--- src/rtl/cache_pkg.sv ---
// Shared definitions for the cache-to-memory arbiter: line geometry defaults,
// FSM state encoding, owner encoding and the beat address helper.
package cache_pkg;

  localparam int LINE_WORDS_DEF = 4;
  localparam int BEAT_W_DEF     = 2;

  typedef enum logic [1:0] {
    ST_IDLE    = 2'd0,
    ST_BURST_I = 2'd1,
    ST_BURST_D = 2'd2,
    ST_DONE    = 2'd3
  } arb_state_e;

  typedef enum logic {
    OWN_I = 1'b0,
    OWN_D = 1'b1
  } owner_e;

  // Word address of a beat: line bits kept, beat index placed above the byte offset.
  function automatic logic [31:0] beat_addr(input logic [31:0] line_addr,
                                            input logic [31:0] beat,
                                            input int          beat_w);
    logic [31:0] mask;
    mask = (32'd1 << (beat_w + 2)) - 32'd1;
    return (line_addr & ~mask) | (beat << 2);
  endfunction

endpackage

--- src/rtl/rr_arb2.sv ---
// Two-requester round-robin picker. Holds last_grant; on a tie the side that
// was not granted last time wins.
module rr_arb2
  import cache_pkg::*;
(
  input  logic clock,
  input  logic reset,
  input  logic req_i,
  input  logic req_d,
  input  logic take,
  output logic gnt_valid,
  output logic gnt_owner
);

  owner_e last_q;
  owner_e pick;

  always_comb begin
    pick = OWN_I;
    if (req_i && req_d) begin
      pick = (last_q == OWN_D) ? OWN_I : OWN_D;
    end else if (req_d) begin
      pick = OWN_D;
    end
  end

  assign gnt_valid = req_i | req_d;
  assign gnt_owner = pick;

  // Reset value makes the icache win the first tie.
  always_ff @(posedge clock or posedge reset) begin
    if (reset) begin
      last_q <= OWN_D;
    end else if (take && gnt_valid) begin
      last_q <= pick;
    end
  end

endmodule

--- src/rtl/cache_mem_arbiter.sv ---
// Shares one word-wide memory port between icache refills and dcache
// refills/write-backs, running each granted line as a LINE_WORDS-beat burst.
module cache_mem_arbiter
  import cache_pkg::*;
#(
  parameter int LINE_WORDS = LINE_WORDS_DEF,
  parameter int BEAT_W     = $clog2(LINE_WORDS)
) (
  input  logic              clock,
  input  logic              reset,
  input  logic              i_req,
  input  logic [31:0]       i_addr,
  output logic              i_rvalid,
  output logic [BEAT_W-1:0] i_beat,
  output logic [31:0]       i_rdata,
  output logic              i_ack,
  input  logic              d_req,
  input  logic              d_we,
  input  logic [31:0]       d_addr,
  input  logic [31:0]       d_wdata,
  output logic [BEAT_W-1:0] d_beat,
  output logic              d_rvalid,
  output logic [31:0]       d_rdata,
  output logic              d_ack,
  output logic              mem_en,
  output logic              mem_we,
  output logic [31:0]       mem_addr,
  output logic [31:0]       mem_wdata,
  input  logic [31:0]       mem_rdata,
  input  logic              mem_ready,
  output logic              busy,
  output logic [1:0]        dbg_state
);

  localparam logic [BEAT_W-1:0] LAST_BEAT = BEAT_W'(LINE_WORDS - 1);

  arb_state_e        state;
  owner_e            owner;
  logic [BEAT_W-1:0] beat;
  logic              we_q;
  logic [31:0]       line_q;

  logic   gnt_valid;
  logic   gnt_raw;
  owner_e gnt_own;
  logic   burst_i;
  logic   burst_d;
  logic   bursting;

  rr_arb2 u_rr_arb2 (
    .clock     (clock),
    .reset     (reset),
    .req_i     (i_req),
    .req_d     (d_req),
    .take      (state == ST_IDLE),
    .gnt_valid (gnt_valid),
    .gnt_owner (gnt_raw)
  );

  assign gnt_own = owner_e'(gnt_raw);

  // Handshake: a beat transfers on any cycle with mem_en && mem_ready; until it
  // does, mem_addr, mem_we and mem_wdata are held unchanged.
  always_ff @(posedge clock or posedge reset) begin
    if (reset) begin
      state  <= ST_IDLE;
      owner  <= OWN_I;
      beat   <= '0;
      we_q   <= 1'b0;
      line_q <= '0;
    end else begin
      case (state)
        ST_IDLE: begin
          if (gnt_valid) begin
            owner  <= gnt_own;
            beat   <= '0;
            we_q   <= (gnt_own == OWN_D) ? d_we : 1'b0;
            line_q <= beat_addr((gnt_own == OWN_D) ? d_addr : i_addr, 32'd0, BEAT_W);
            state  <= (gnt_own == OWN_D) ? ST_BURST_D : ST_BURST_I;
          end
        end
        ST_BURST_I, ST_BURST_D: begin
          if (mem_ready) begin
            beat <= beat + 1'b1;
            if (beat == LAST_BEAT) begin
              state <= ST_DONE;
            end
          end
        end
        ST_DONE: begin
          state <= ST_IDLE;
        end
        default: begin
          state <= ST_IDLE;
        end
      endcase
    end
  end

  assign burst_i  = (state == ST_BURST_I);
  assign burst_d  = (state == ST_BURST_D);
  assign bursting = burst_i | burst_d;

  // Everything below decodes registered state; non-owner outputs stay at zero.
  always_comb begin
    mem_en    = bursting;
    mem_we    = burst_d & we_q;
    mem_addr  = bursting ? beat_addr(line_q, 32'(beat), BEAT_W) : 32'd0;
    mem_wdata = (burst_d && we_q) ? d_wdata : 32'd0;

    i_rvalid  = burst_i & mem_ready;
    i_rdata   = burst_i ? mem_rdata : 32'd0;
    i_beat    = burst_i ? beat : '0;
    i_ack     = (state == ST_DONE) && (owner == OWN_I);

    d_rvalid  = burst_d & ~we_q & mem_ready;
    d_rdata   = (burst_d && !we_q) ? mem_rdata : 32'd0;
    d_beat    = burst_d ? beat : '0;
    d_ack     = (state == ST_DONE) && (owner == OWN_D);

    busy      = (state != ST_IDLE);
    dbg_state = state;
  end

endmodule

--- config.mk ---
export PLATFORM = sky130hd
export DESIGN_NAME = cache_mem_arbiter
export DESIGN_NICKNAME = d
export VERILOG_FILES = /design/src/rtl/cache_pkg.sv /design/src/rtl/rr_arb2.sv /design/src/rtl/cache_mem_arbiter.sv
export SDC_FILE = /design/constraint.sdc
export NUM_CORES = 1
export LEC_CHECK = 0
export BUFFER_PORTS_ARGS = -buffer_cell sky130_fd_sc_hd__buf_2
export CAP_MARGIN = 20
export CORE_AREA = 2 2 106 108
export DETAILED_ROUTE_END_ITERATION = 10
export DIE_AREA = 0 0 108 110
export PLACE_DENSITY_LB_ADDON = 0.3
export SYNTH_ARGS = -nofsm -noshare
export SYNTH_HDL_FRONTEND = slang
export SYNTH_SLANG_ARGS = --single-unit
--- constraint.sdc ---
create_clock -name clock -period 2.1 [get_ports clock]
set_input_delay 0.21 -clock clock [delete_from_list [all_inputs] [get_ports clock]]
set_output_delay 0.21 -clock clock [all_outputs]
set_load 0.005 [all_outputs]
==> insert_results.sql <==
INSERT INTO impl_metrics (metric_group, metric, value, unit) VALUES
('clock_tree', 'post_cts_hold_buffer_count', '0', ''),
('clock_tree', 'cts_root_buf', 'clkbuf_8', ''),
('job', 'maxCapViolCount', '0', ''),
('finish', 'multiInputGateArea', '1610', 'sq um'),
('hold_path', 'hold_path_class', 'in -> async', ''),
('timing', 'report.final.slew_viol_count', '0', ''),
('yosys', 'synthesis.area', '2640', 'sq um'),
('grt', 'initial_antenna_violation_count', '3', ''),
('yosys', 'synth.distinct_cells', '30', ''),
('yosys', 'cell_types_occupying_the_most_area_after_synthesis', 'dfrtp_1 32%, and2_1 24%, a21oi_1 11%', ''),
('clock_tree', 'cts_buffer_depth', '2', ''),
('critical_path', 'critical_path.startpoint_type', 'register', ''),
('yosys', 'asyncSetResetFlopFracSynth', '1.00', ''),
('route', 'topRoutingLayerUsed', 'met5', ''),
('yosys', 'syn_inst', '351', ''),
('timing', 'finalClockSkew', '0.00310', 'ns'),
('route', 'route.met3.wl', '998', 'um'),
('timing', 'period_share', '0.903', ''),
('floorplan', 'fp.dieArea', '11900', 'sq um'),
('critical_path', 'critPathKind', 'reg -> out', ''),
('run_status', 'outcome', 'complete, no violations', ''),
('power', 'cell_area_power_density', '1260', 'nW/um^2'),
('critical_path', 'crit_fanout', '18', ''),
('route', 'met1_routed_wirelength_after_detailed_routing', '4410', 'um'),
('clock_tree', 'clk_latency', '0.28', 'ns'),
('floorplan', 'placement_rows', '38', ''),
('placed_design', 'gp_routability_congestion', '0.810', ''),
('route', 'drt_iter0_drc', '109', ''),
('yosys', 'synth_enable_flop_cells', '0', ''),
('route', 'drt-pass1-iter-count', '4', ''),
('finish', 'seq_area', '877', 'sq um'),
('route', 'detail-route-antenna-nets', '0', ''),
('clock_tree', 'cts_num_sinks', '35', ''),
('critical_path', 'worst_ep_required_time', '1.89', 'ns'),
('floorplan', 'start_util', '0.247', ''),
('timing', 'fin_tns_setup', '0', 'ns'),
('clock_tree', 'post-cts-setup-buffer-count', '0', ''),
('timing', 'hold-worst-slack', '0.0247', 'ns'),
('grt', 'pin_count_of_the_biggest_net_entering_global_routing', '36', ''),
('grt', 'grt_residual_overflow', '0', ''),
('grt', 'via_count_of_the_first_global_routing_pass', '3047', ''),
('placed_design', 'placement.setup.worst_slack', '0.187', 'ns'),
('route', 'viasPerCell', '4.49', ''),
('timing', 'finalWorstPathRequiredPeriod', '1.90', 'ns'),
('finish', 'area.growth.synth_to_final', '57.6', '%'),
('grt', 'first_pass_grt_wire_length', '15500', 'um'),
('route', 'routedWlPerCell', '14.5', 'um'),
('critical_path', 'setup.reg_to_reg.worst_slack', '0.34', 'ns'),
('route', 'detailroute.wirelength.met2', '5190', 'um'),
('critical_path', 'timing.critical_path.arrival', '1.69', 'ns'),
('placed_design', 'dp_hpwl', '8490', 'um'),
('finish', 'num-fill-cells', '1144', ''),
('clock_tree', 'clock_pin_slew_worst_setup_and_hold_paths', '0.08', 'ns'),
('critical_path', 'timing.critical_path.cells', 'inv_1, ha_1, buf_4, and2_1, buf_2', ''),
('yosys', 'flip_flop_and_latch_count_after_synthesis', '35', ''),
('route', 'drt_drc_violations_left', '0', ''),
('floorplan', 'core', '10700', 'sq um'),
('power', 'worst_ir_drop_vdd', '0.587', 'mV'),
('timing', 'layout_setup_ws', '0.203', 'ns'),
('timing', 'rsz0062_at_grt', 'no', ''),
('floorplan', 'die_width', '108', 'um'),
('yosys', 'postSynthAreaPerCell', '7.53', 'sq um'),
('finish', 'post_route_cells_drive_above_1_share', '0.477', ''),
('power', 'cellLeakagePower', '0.00253', 'uW'),
('route', 'drt-total-wl', '10800', 'um'),
('yosys', 'ys_seq_area_frac', '0.332', ''),
('critical_path', 'cpPeakStageDelay', '0.43', 'ns'),
('yosys', 'yosys_synthesis_warning_count', '0', ''),
('critical_path', 'cell_with_the_biggest_individual_delay_on_the_critical_path', 'dfrtp_1', ''),
('finish', 'nets', '742', ''),
('yosys', 'synth-main-ff-cell', 'dfrtp_1', '');
-- metrics by stage --
step	area, sq um	util	total power (uW)	cells
after global placement	4070	0.381	4770	736
final	4170	0.389	5260	746
after global routing	4160	0.389	5780	745
after floorplan	2650	-	3260	352
after detailed placement	4070	0.381	4800	736
after CTS	4160	0.389	5330	744
-- sequential cells by signal (all words and copies together), names as in the netlist --
name and count:
owner 1, we_q 1, line_q 28, u_rr_arb2.last_q 1
dbg_state 2, beat 2
-- per-layer routing --
metal,GRT usage,vias to the layer above
met5,0,-
met4,0.0513,2
met3,0.0453,12
met2,0.288,164
met1,0.203,1532
li1,-,1639
-- path summary, 6_finish.rpt --
check,to,cells after the start,from
worst min register to register,line_q[10],2,line_q[10]
worst max-delay path,mem_addr[30],5,dbg_state[0]
worst min-delay path,line_q[24],3,reset
min in group clock,line_q[10],3,i_addr[10]
max in group asynchronous,u_rr_arb2.last_q,3,reset
worst max register to register,dbg_state[0],6,dbg_state[0]
-- layout by cell type, fill, tap and decap left out, types with 2 or more instances in the layout --
master,synthesis,routed
nand2_1,31,31
inv_1,4,4
buf_4,10,11
mux2i_1,2,2
nor2b_1,2,2
clkbuf_8,0,5
conb_1,1,2
diode_2,0,2
dfrtp_1,34,34
and2_1,102,102
and3_1,32,32
o21a_1,2,2
ha_1,5,5
a21oi_1,59,59
buf_2,2,264
nor2_1,30,30
-- synth_stat cells, drive strengths merged (3+ instances only) --
cell type,count
dfrtp,34
and3,32
buf,12
a21oi,59
nor2,30
clkbuf,19
o21ai,3
and2,102
nand2,31
inv,4
ha,5
-- power breakdown --
| group | switching [uW] | internal [uW] |
|---|---|---|
| Clock | 261 | 232 |
| Sequential | 203 | 1030 |
| Combinational | 1830 | 1710 |
| Total | 2290 | 2970 |
-- area by class of cell --
| type | instances | share of cell area |
|---|---|---|
| Clock inverter | 2 | 0.00300 |
| Multi-Input combinational cell | 282 | 0.385 |
| Clock buffer | 6 | 0.0174 |
| Timing Repair Buffer | 275 | 0.337 |
| Sequential cell | 35 | 0.211 |
| Antenna cell | 2 | 0.00120 |
| Inverter | 4 | 0.00360 |
| Tap cell | 140 | 0.0420 |
-- logic make-up (layout without fill, tap and decap cells) --
| group | count (synthesis) | in the layout | synth area share |
|---|---|---|---|
| DFF | 35 | 35 | 0.332 |
| AOI/OAI and AO/OA | 71 | 71 | 0.147 |
| buffers and inverters | 35 | 287 | 0.0648 |
| and+or+nand+nor | 201 | 201 | 0.420 |
| other | 1 | 4 | 0.00142 |
| adders and majority gates | 5 | 5 | 0.0237 |
| muxes | 3 | 3 | 0.0118 |
-- tightest hold or removal path: stages --
cell	delay (ns)
buf_2	0.09
inv_1	0.04
buf_4	0.40
(Power assumes the default switching activity.)
